--- config.mk ---
export PLATFORM = sky130hd
export DESIGN_NAME = skew_dispatcher_flat
export DESIGN_NICKNAME = d
export VERILOG_FILES = /design/src/rtl/skew_dispatcher_if.sv /design/src/rtl/skew_dispatcher.sv /design/src/flat_wrapper.sv
export SDC_FILE = /design/constraint.sdc
export NUM_CORES = 2
export LEC_CHECK = 0
export BUFFER_PORTS_ARGS = -buffer_cell sky130_fd_sc_hd__buf_2
export CORE_AREA = 2 2 409 411
export DETAILED_ROUTE_END_ITERATION = 12
export DIE_AREA = 0 0 411 413
export PLACE_DENSITY = 0.7
export SLEW_MARGIN = 20
export SYNTH_ARGS = -nofsm -noshare
export SYNTH_HDL_FRONTEND = slang
export SYNTH_SLANG_ARGS = --single-unit
export TNS_END_PERCENT = 10
--- constraint.sdc ---
create_clock -name clk -period 54.3 [get_ports clk]
set_input_delay 16.29 -clock clk [delete_from_list [all_inputs] [get_ports clk]]
set_output_delay 16.29 -clock clk [all_outputs]
set_load 0.05 [all_outputs]
--- src/rtl/skew_dispatcher_if.sv ---
// Load/stream bus between the matrix load path, the skew dispatcher and the systolic array.
// N lanes of W-bit elements; element/lane j sits at bits [j*W +: W] of every packed row.
interface skew_dispatcher_if #(
  parameter int N = 4,
  parameter int W = 32
);
  localparam int RW = $clog2(N);

  logic            load_en;
  logic [RW-1:0]   load_row;
  logic [N*W-1:0]  load_r;
  logic [N*W-1:0]  load_a;
  logic            start;
  logic            add_en;
  logic            busy;
  logic            done;
  logic            out_valid;
  logic [N-1:0]    out_lane_valid;
  logic [N*W-1:0]  out_data;

  modport master (
    output load_en, load_row, load_r, load_a, start, add_en,
    input  busy, done, out_valid, out_lane_valid, out_data
  );

  modport slave (
    input  load_en, load_row, load_r, load_a, start, add_en,
    output busy, done, out_valid, out_lane_valid, out_data
  );
endinterface

--- src/rtl/skew_dispatcher.sv ---
// Buffers N x N matrices R and A, then streams R (or R+A) column-skewed over N lanes.
// Define ACC_SAT_EN to make the add mode saturate as unsigned instead of wrapping.
module skew_dispatcher #(
  parameter int N  = 4,
  parameter int W  = 32,
  parameter int CW = $clog2(2*N)
) (
  input logic              clk,
  input logic              rst,
  skew_dispatcher_if.slave bus
);
  localparam int            RW        = $clog2(N);
  localparam logic [CW-1:0] DONE_STEP = CW'(2*N-1);

  typedef enum logic [1:0] {IDLE, STREAM, DONE} state_e;

  state_e         state_q, state_d;
  logic [CW-1:0]  step_q, step_d;
  logic           mode_q, mode_d;
  logic           busy_q, busy_d;
  logic           done_q, done_d;
  logic           valid_q, valid_d;
  logic [N-1:0]   lane_valid_q, lane_valid_d;
  logic [N*W-1:0] data_q, data_d;
  logic [N-1:0]   skew_valid;
  logic [N*W-1:0] skew_data;

  logic [W-1:0] r_q [N][N];
  logic [W-1:0] a_q [N][N];

  function automatic logic [W-1:0] elem(input logic [W-1:0] r, input logic [W-1:0] a,
                                        input logic add);
`ifdef ACC_SAT_EN
    logic [W:0] sum;
    sum = {1'b0, r} + {1'b0, a};
    if (!add) return r;
    return sum[W] ? '1 : sum[W-1:0];
`else
    if (!add) return r;
    return r + a;
`endif
  endfunction

  // NOTE: the matrices carry a reset so a stream without reload after reset is all-zero.
  always_ff @(posedge clk or posedge rst) begin
    if (rst) begin
      for (int i = 0; i < N; i++) begin
        for (int j = 0; j < N; j++) begin
          r_q[i][j] <= '0;
          a_q[i][j] <= '0;
        end
      end
    end else if (bus.load_en && state_q == IDLE) begin
      // Rows beyond N-1 never match, so out-of-range indices are dropped.
      for (int i = 0; i < N; i++) begin
        if (bus.load_row == RW'(i)) begin
          for (int j = 0; j < N; j++) begin
            r_q[i][j] <= bus.load_r[j*W +: W];
            a_q[i][j] <= bus.load_a[j*W +: W];
          end
        end
      end
    end
  end

  // Lane j at step t carries row t-j, i.e. the row i with i + j == t.
  always_comb begin
    skew_valid = '0;
    skew_data  = '0;
    for (int j = 0; j < N; j++) begin
      for (int i = 0; i < N; i++) begin
        if (int'(step_q) == i + j) begin
          skew_valid[j]        = 1'b1;
          skew_data[j*W +: W]  = elem(r_q[i][j], a_q[i][j], mode_q);
        end
      end
    end
  end

  // NOTE: every output of this block gets a default first, so no latches are inferred.
  always_comb begin
    state_d      = state_q;
    step_d       = step_q;
    mode_d       = mode_q;
    busy_d       = 1'b0;
    done_d       = 1'b0;
    valid_d      = 1'b0;
    lane_valid_d = '0;
    data_d       = '0;
    unique case (state_q)
      IDLE: begin
        if (bus.start) begin
          state_d = STREAM;
          step_d  = '0;
          mode_d  = bus.add_en;
        end
      end
      STREAM: begin
        busy_d = 1'b1;
        if (step_q == DONE_STEP) begin
          state_d = DONE;
          done_d  = 1'b1;
        end else begin
          valid_d      = 1'b1;
          lane_valid_d = skew_valid;
          data_d       = skew_data;
          step_d       = step_q + CW'(1);
        end
      end
      DONE:    state_d = IDLE;
      default: state_d = IDLE;
    endcase
  end

  // NOTE: state is updated with non-blocking assignments only, so all registers see pre-edge values.
  always_ff @(posedge clk or posedge rst) begin
    if (rst) begin
      state_q      <= IDLE;
      step_q       <= '0;
      mode_q       <= 1'b0;
      busy_q       <= 1'b0;
      done_q       <= 1'b0;
      valid_q      <= 1'b0;
      lane_valid_q <= '0;
      data_q       <= '0;
    end else begin
      state_q      <= state_d;
      step_q       <= step_d;
      mode_q       <= mode_d;
      busy_q       <= busy_d;
      done_q       <= done_d;
      valid_q      <= valid_d;
      lane_valid_q <= lane_valid_d;
      data_q       <= data_d;
    end
  end

  assign bus.busy           = busy_q;
  assign bus.done           = done_q;
  assign bus.out_valid      = valid_q;
  assign bus.out_lane_valid = lane_valid_q;
  assign bus.out_data       = data_q;
endmodule

--- src/flat_wrapper.sv ---
// flat-port wrapper written by rule: the top's interface ports become plain ports
module skew_dispatcher_flat 
#(
  parameter int N  = 4,
  parameter int W  = 32,
  parameter int CW = $clog2(2*N)
)
  (clk, rst, bus_load_en, bus_load_row, bus_load_r, bus_load_a, bus_start, bus_add_en, bus_busy, bus_done, bus_out_valid, bus_out_lane_valid, bus_out_data);
  skew_dispatcher_if #(.N(N), .W(W)) bus_i ();
  input logic clk;
  input logic rst;
  input wire logic [$bits(bus_i.load_en)-1:0] bus_load_en;
  input wire logic [$bits(bus_i.load_row)-1:0] bus_load_row;
  input wire logic [$bits(bus_i.load_r)-1:0] bus_load_r;
  input wire logic [$bits(bus_i.load_a)-1:0] bus_load_a;
  input wire logic [$bits(bus_i.start)-1:0] bus_start;
  input wire logic [$bits(bus_i.add_en)-1:0] bus_add_en;
  output wire logic [$bits(bus_i.busy)-1:0] bus_busy;
  output wire logic [$bits(bus_i.done)-1:0] bus_done;
  output wire logic [$bits(bus_i.out_valid)-1:0] bus_out_valid;
  output wire logic [$bits(bus_i.out_lane_valid)-1:0] bus_out_lane_valid;
  output wire logic [$bits(bus_i.out_data)-1:0] bus_out_data;
  assign bus_i.load_en = bus_load_en;
  assign bus_i.load_row = bus_load_row;
  assign bus_i.load_r = bus_load_r;
  assign bus_i.load_a = bus_load_a;
  assign bus_i.start = bus_start;
  assign bus_i.add_en = bus_add_en;
  assign bus_busy = bus_i.busy;
  assign bus_done = bus_i.done;
  assign bus_out_valid = bus_i.out_valid;
  assign bus_out_lane_valid = bus_i.out_lane_valid;
  assign bus_out_data = bus_i.out_data;
  skew_dispatcher #(.N(N), .W(W), .CW(CW)) u_core (.clk(clk), .rst(rst), .bus(bus_i));
endmodule
After elaboration in Yosys (flattened, before gate mapping)
Index checks and enable logic that the tools add are counted.
Widths: inputs -> output; s select.
{"block": "classes", "n_addsub": 17, "n_eq_ne": 14, "muxes": 87, "reduce_logical": 12}
{"op": "$mux 32", "n": 48}
{"op": "$add 32x32->32", "n": 16}
{"op": "$mux 128", "n": 2}
{"op": "$mux 1", "n": 29}
{"op": "$eq 3x3->1 const B", "n": 5}
{"op": "$reduce_and 2->1", "n": 6}
{"op": "$mux 4", "n": 2}
{"op": "$eq 3x2->1 const B", "n": 2}
{"op": "$mux 3", "n": 2}
{"op": "$pmux 3 s2", "n": 1}
{"op": "$eq 2x1->1 const B", "n": 2}
{"op": "$eq 2x2->1 const B", "n": 2}
{"op": "$logic_not 2->1", "n": 2}
{"op": "$mux 2", "n": 2}
{"op": "$ne 2x2->1 const B", "n": 2}
{"op": "$pmux 2 s2", "n": 1}
{"op": "$add 3x1->3 const B", "n": 1}
{"op": "$logic_not 3->1", "n": 1}
{"op": "$reduce_and 3->1", "n": 1}
{"op": "$ne 2x1->1 const B", "n": 1}
{"op": "$reduce_bool 2->1", "n": 1}
{"op": "$logic_and 1x1->1", "n": 1}
{"block": "word_totals", "reg_bits": 1165, "input_bits": 263, "output_inout_bits": 135, "wordCells": 170}

Longest topological paths before layout
{"block": "depth", "word_depth": 9, "depth_mapped": 14, "ltp_nobuf": 14}

Least setup slack after synthesis
OpenSTA, ideal clock, no wires.
{"block": "synth_timing", "path_type": "input port to flip-flop", "from": "input port bus_load_en", "to": "register u_core.a_q[448] (netlist bit)", "setup_time_ns": 0.125, "arrival_ns": 17.674, "required_ns": 54.175, "path_slack_ns": 36.501, "cell_stages": 5, "path_buffers": 2, "path_cell_list": "nand2_1 nor3_1 clkbuf_1 clkbuf_1 mux2_2"}
{"block": "synth_via", "elab_chain_len": 2}
{"item": "start, declared", "line": "flat_wrapper.sv:12", "source": "input wire logic [$bits(bus_i.load_en)-1:0] bus_load_en;"}
{"item": "$logic_and 1x1->1", "line": "skew_dispatcher.sv:53", "source": "end else if (bus.load_en && state_q == IDLE) begin"}
{"item": "$reduce_and 2->1 (no source line)"}
{"item": "end signal, assigned by index", "line": "skew_dispatcher.sv:59", "source": "a_q[i][j] <= bus.load_a[j*W +: W];"}
{"item": "end, declared", "line": "skew_dispatcher.sv:29", "source": "logic [W-1:0] a_q [N][N];"}
No other way between the ends.
A chain may end at the register's enable or synchronous reset.

==> results by group <==
Run status
  – Status: complete, no violations

Clocking
  – Hold-fix buffers, CTS: 0
  – Cts repair resizes: 0
  – H-tree depth: 4
  – Clock Pin Slew Worst Setup and Hold Paths: around 0.050 ns
  – Postcts setup bufs: 0
  – Root buf cell: clkbuf_16
  – Clk Latency, worst-skew pair: around 0.82 ns
  – CTS buffer count: 140
  – CTS Buffer Depth: 3
  – Clk sink count: ~1,200
  – CTS tree: yes

Critical path
  – R2R depth: 14
  – Crit path max-delay cell type: buf_4
  – Worst Path Max Fanout: 159
  – R2r startpoint: u_core.r_q[96]$_DFFE_PP0P_
  – CP most frequent cell: buf_4
  – WP data required: about 55 ns
  – Critical Path End: u_core.a_q[33]$_DFFE_PP0P_
  – WP depth: 6
  – Worst flop-to-flop path endpoint: u_core.bus.out_data[28]$_DFF_PP0_
  – Startpoint Class: primary input
  – Largest stage delay on the critical path: 0.90 ns
  – Worst path bufs/invs: 6
  – Reg2reg setup slack: around 49 ns
  – Crit Path Class: primary input to async pin
  – Critical path, cell by cell: buf_2 -> inv_8 -> buf_12 -> buf_4 -> buf_4 -> buf_4
  – CP startpoint: rst
  – Delay-heaviest family, CP: buffers and inverters
  – CP endpoint kind: async pin
  – Crit path DAT: 20.24 ns

Detailed routing
  – Via count: 60,000
  – Wire per inst: roughly 24 um
  – DRT iter0 DRCs: 5,378
  – Drt drc: 0
  – Routed wire length: 236 mm
  – Detailed-route vias per instance: ~6.1
  – Antenna viol nets, final: 0
  – Drt pass-1 iters: 6

STA
  – Final period utilization: 0.359
  – Fin Clk Skew: 0.0317 ns
  – Fmax: between 0.05 and 0.06 GHz
  – Fin Hold WS: 0.512 ns
  – Final Critical Period: between 15 and 20 ns
  – Hold Vio Cnt, Final: 0
  – Setup TNS: 0 ns
  – Actual slew at the worst max-slew pin: roughly 1.3 ns
  – Max-slew headroom: 0.127
  – Fin. max-slew vios: 0
  – Final setup fails: 0
  – RSZ-0062 raised after global routing: false

Run
  – Max Cap Viol: 0

Pwr
  – Lkg Pwr: slightly below 40 nW
  – Clk network pwr share: 0.156
  – VDD IR max: between 30 and 40 uV
  – Part of the power in combinational logic: 0.593
  – Switch share: 0.460
  – P_sw: approximately 0.0028 W
  – Pwr dens: 74.1 nW/um2
  – Int Pwr: around 0.0033 W
  – Reg power frac: 0.251

Global routing
  – Global-route wire length before repair: 357 mm
  – Vias in the first global route: about 59,000
  – Antenna violations before repair: 39
  – Final global-route overflow total: 0
  – Overall Global Routing Usage: 0.272
  – Largest net degree at the start of global routing: about 180

Placed design
  – Post-DP HPWL: around 170 mm
  – GPL Wtd Cong: 0.950
  – Port Buffers: between 300 and 400
  – DP Area: approximately 78,000 um2
  – Placed cell count: between 9,000 and 10,000

Logic synthesis
  – Number of distinct library cells after synthesis: 89
  – YS warnings: 0
  – Sequential fraction of the synthesis area: 0.394
  – FF+latch count, synth: 1,165
  – Number of synthesized flops with an enable pin: 0
  – Synthesized area: roughly 74,000 um2
  – Cell count after synthesis: about 7,200
  – Primary FF master, synth: dfrtp_1
  – FFs w/ async S/R, synth: 1.00
  – Synth Area per Inst: between 10 and 15 um2
  – Net Count, Synth: approximately 8,000

Finish
  – Most frequent cells in the layout: dfrtp_1 (1,164), mux2_2 (1,064), a21oi_1 (636)
  – NumNets Final: roughly 8,200
  – Most common cell after layout, fill and taps aside: dfrtp_1
  – Design area: 83,000 um2
  – Final Core Density: 0.500
  – Synthesis-to-finish area growth: 12.2%
  – Fill count: ~15,000
  – Layout cells sized above 1: 0.244
  – Final cell count without fillers: around 9,800

Worst hold path
  – Hold depth: 1
  – Hold Crit Class: flop to flop

Die
  – CORE AREA: 166,000 um2
  – Starting Density: 0.446
  – Die height: a little over 400 um
  – Number of top-level pins: approximately 400
  – Num rows: 150
  – Die span in x: 411 um
  – Die ar.: between 150,000 and 200,000 um2
==> registers in the layout (all words and copies together), names as in the netlist <==
signal                     flops
u_core.bus.out_valid           1
u_core.step_q                  3
u_core.bus.done                1
u_core.bus.busy                1
u_core.r_q                   512
u_core.a_q                   512
u_core.state_q                 2
u_core.bus.out_data          128
u_core.bus.out_lane_valid      4
u_core.mode_q                  1
==> kinds of logic after synthesis <==
family | count (synthesis) | synth area share
AO/OA/AOI/OAI | 2056 | 0.179
XOR/XNOR | 422 | 0.0499
adder cells (fa/ha/maj) | 519 | 0.0894
buffers and inverters | 464 | 0.0236
flip-flops | 1165 | 0.394
multiplexers | 1178 | 0.178
AND/OR/NAND/NOR | 1349 | 0.0859
==> per-stage QoR <==
| step | total power (W) | worst slack, ns |
|---|---|---|
| 2_1_floorplan | 0.00415 | 5.20 |
| 3_3_place_gp | 0.00503 | 33.94 |
| 3_5_place_dp | 0.00511 | 33.81 |
| 4_1_cts | 0.00611 | 34.68 |
| 5_1_grt | 0.00656 | 34.18 |
| 6_report | 0.00615 | 34.83 |
==> worst min path at each step <==
stage,from,to,slack (ns)
6_report,u_core.a_q[425]$_DFFE_PP0P_,u_core.a_q[425]$_DFFE_PP0P_,0.51
5_1_grt,u_core.a_q[438]$_DFFE_PP0P_,u_core.a_q[438]$_DFFE_PP0P_,0.52
3_5_place_dp,u_core.a_q[284]$_DFFE_PP0P_,u_core.a_q[284]$_DFFE_PP0P_,0.50
2_1_floorplan,u_core.a_q[25]$_DFFE_PP0P_,u_core.a_q[25]$_DFFE_PP0P_,0.49
4_1_cts,u_core.a_q[354]$_DFFE_PP0P_,u_core.a_q[354]$_DFFE_PP0P_,0.51
3_3_place_gp,u_core.a_q[5]$_DFFE_PP0P_,u_core.a_q[5]$_DFFE_PP0P_,0.49
==> synth_stat cells, drive strengths merged, types with 62 or more instances <==
cell type / n / area, um2
o21a: 62 / 465
nor2b: 72 / 450
a21o: 264 / 1980
nor3: 78 / 390
mux2: 1064 / 12000
nor2: 456 / 1710
a31oi: 73 / 457
nand3: 94 / 470
xor2: 164 / 1440
o21ai: 373 / 1870
nand2: 335 / 1260
xnor2: 258 / 2260
a211oi: 109 / 823
ha: 503 / 6290
dfrtp: 1165 / 29200
nand2b: 65 / 407
o22ai: 71 / 450
inv: 135 / 507
mux2i: 111 / 1110
a21oi: 636 / 3180
clkbuf: 283 / 1060
==> metal layers <==
metal / global-route usage / wire length [um]
met2: 0.431 / 107000
met4: 0.106 / 9320
met1: 0.368 / 102000
met5: 0 / 136
met3: 0.0505 / 17700
==> power groups by stage <==
stage                     logic, W  registers [W]  clock network, W
final                      0.00364        0.00155          0.000959
after global routing       0.00396        0.00159           0.00101
after CTS                  0.00359        0.00154          0.000976
after detailed placement   0.00356        0.00155                 0
after global placement     0.00350        0.00153                 0
after floorplan            0.00258        0.00157                 0
==> cell type report <==
class | instances | area [um2] | share of cell area
well taps | 2204 | 2760 | 0.0332
inverters | 135 | 519 | 0.00625
flip-flops and latches | 1165 | 29200 | 0.351
diodes | 10 | 25.0 | 0.000301
repair buffers | 480 | 2700 | 0.0325
multi-input cells | 5524 | 43200 | 0.520
clock inverters | 67 | 768 | 0.00925
clock buffers | 183 | 3900 | 0.0469
Power figures use the tool's default switching activity.
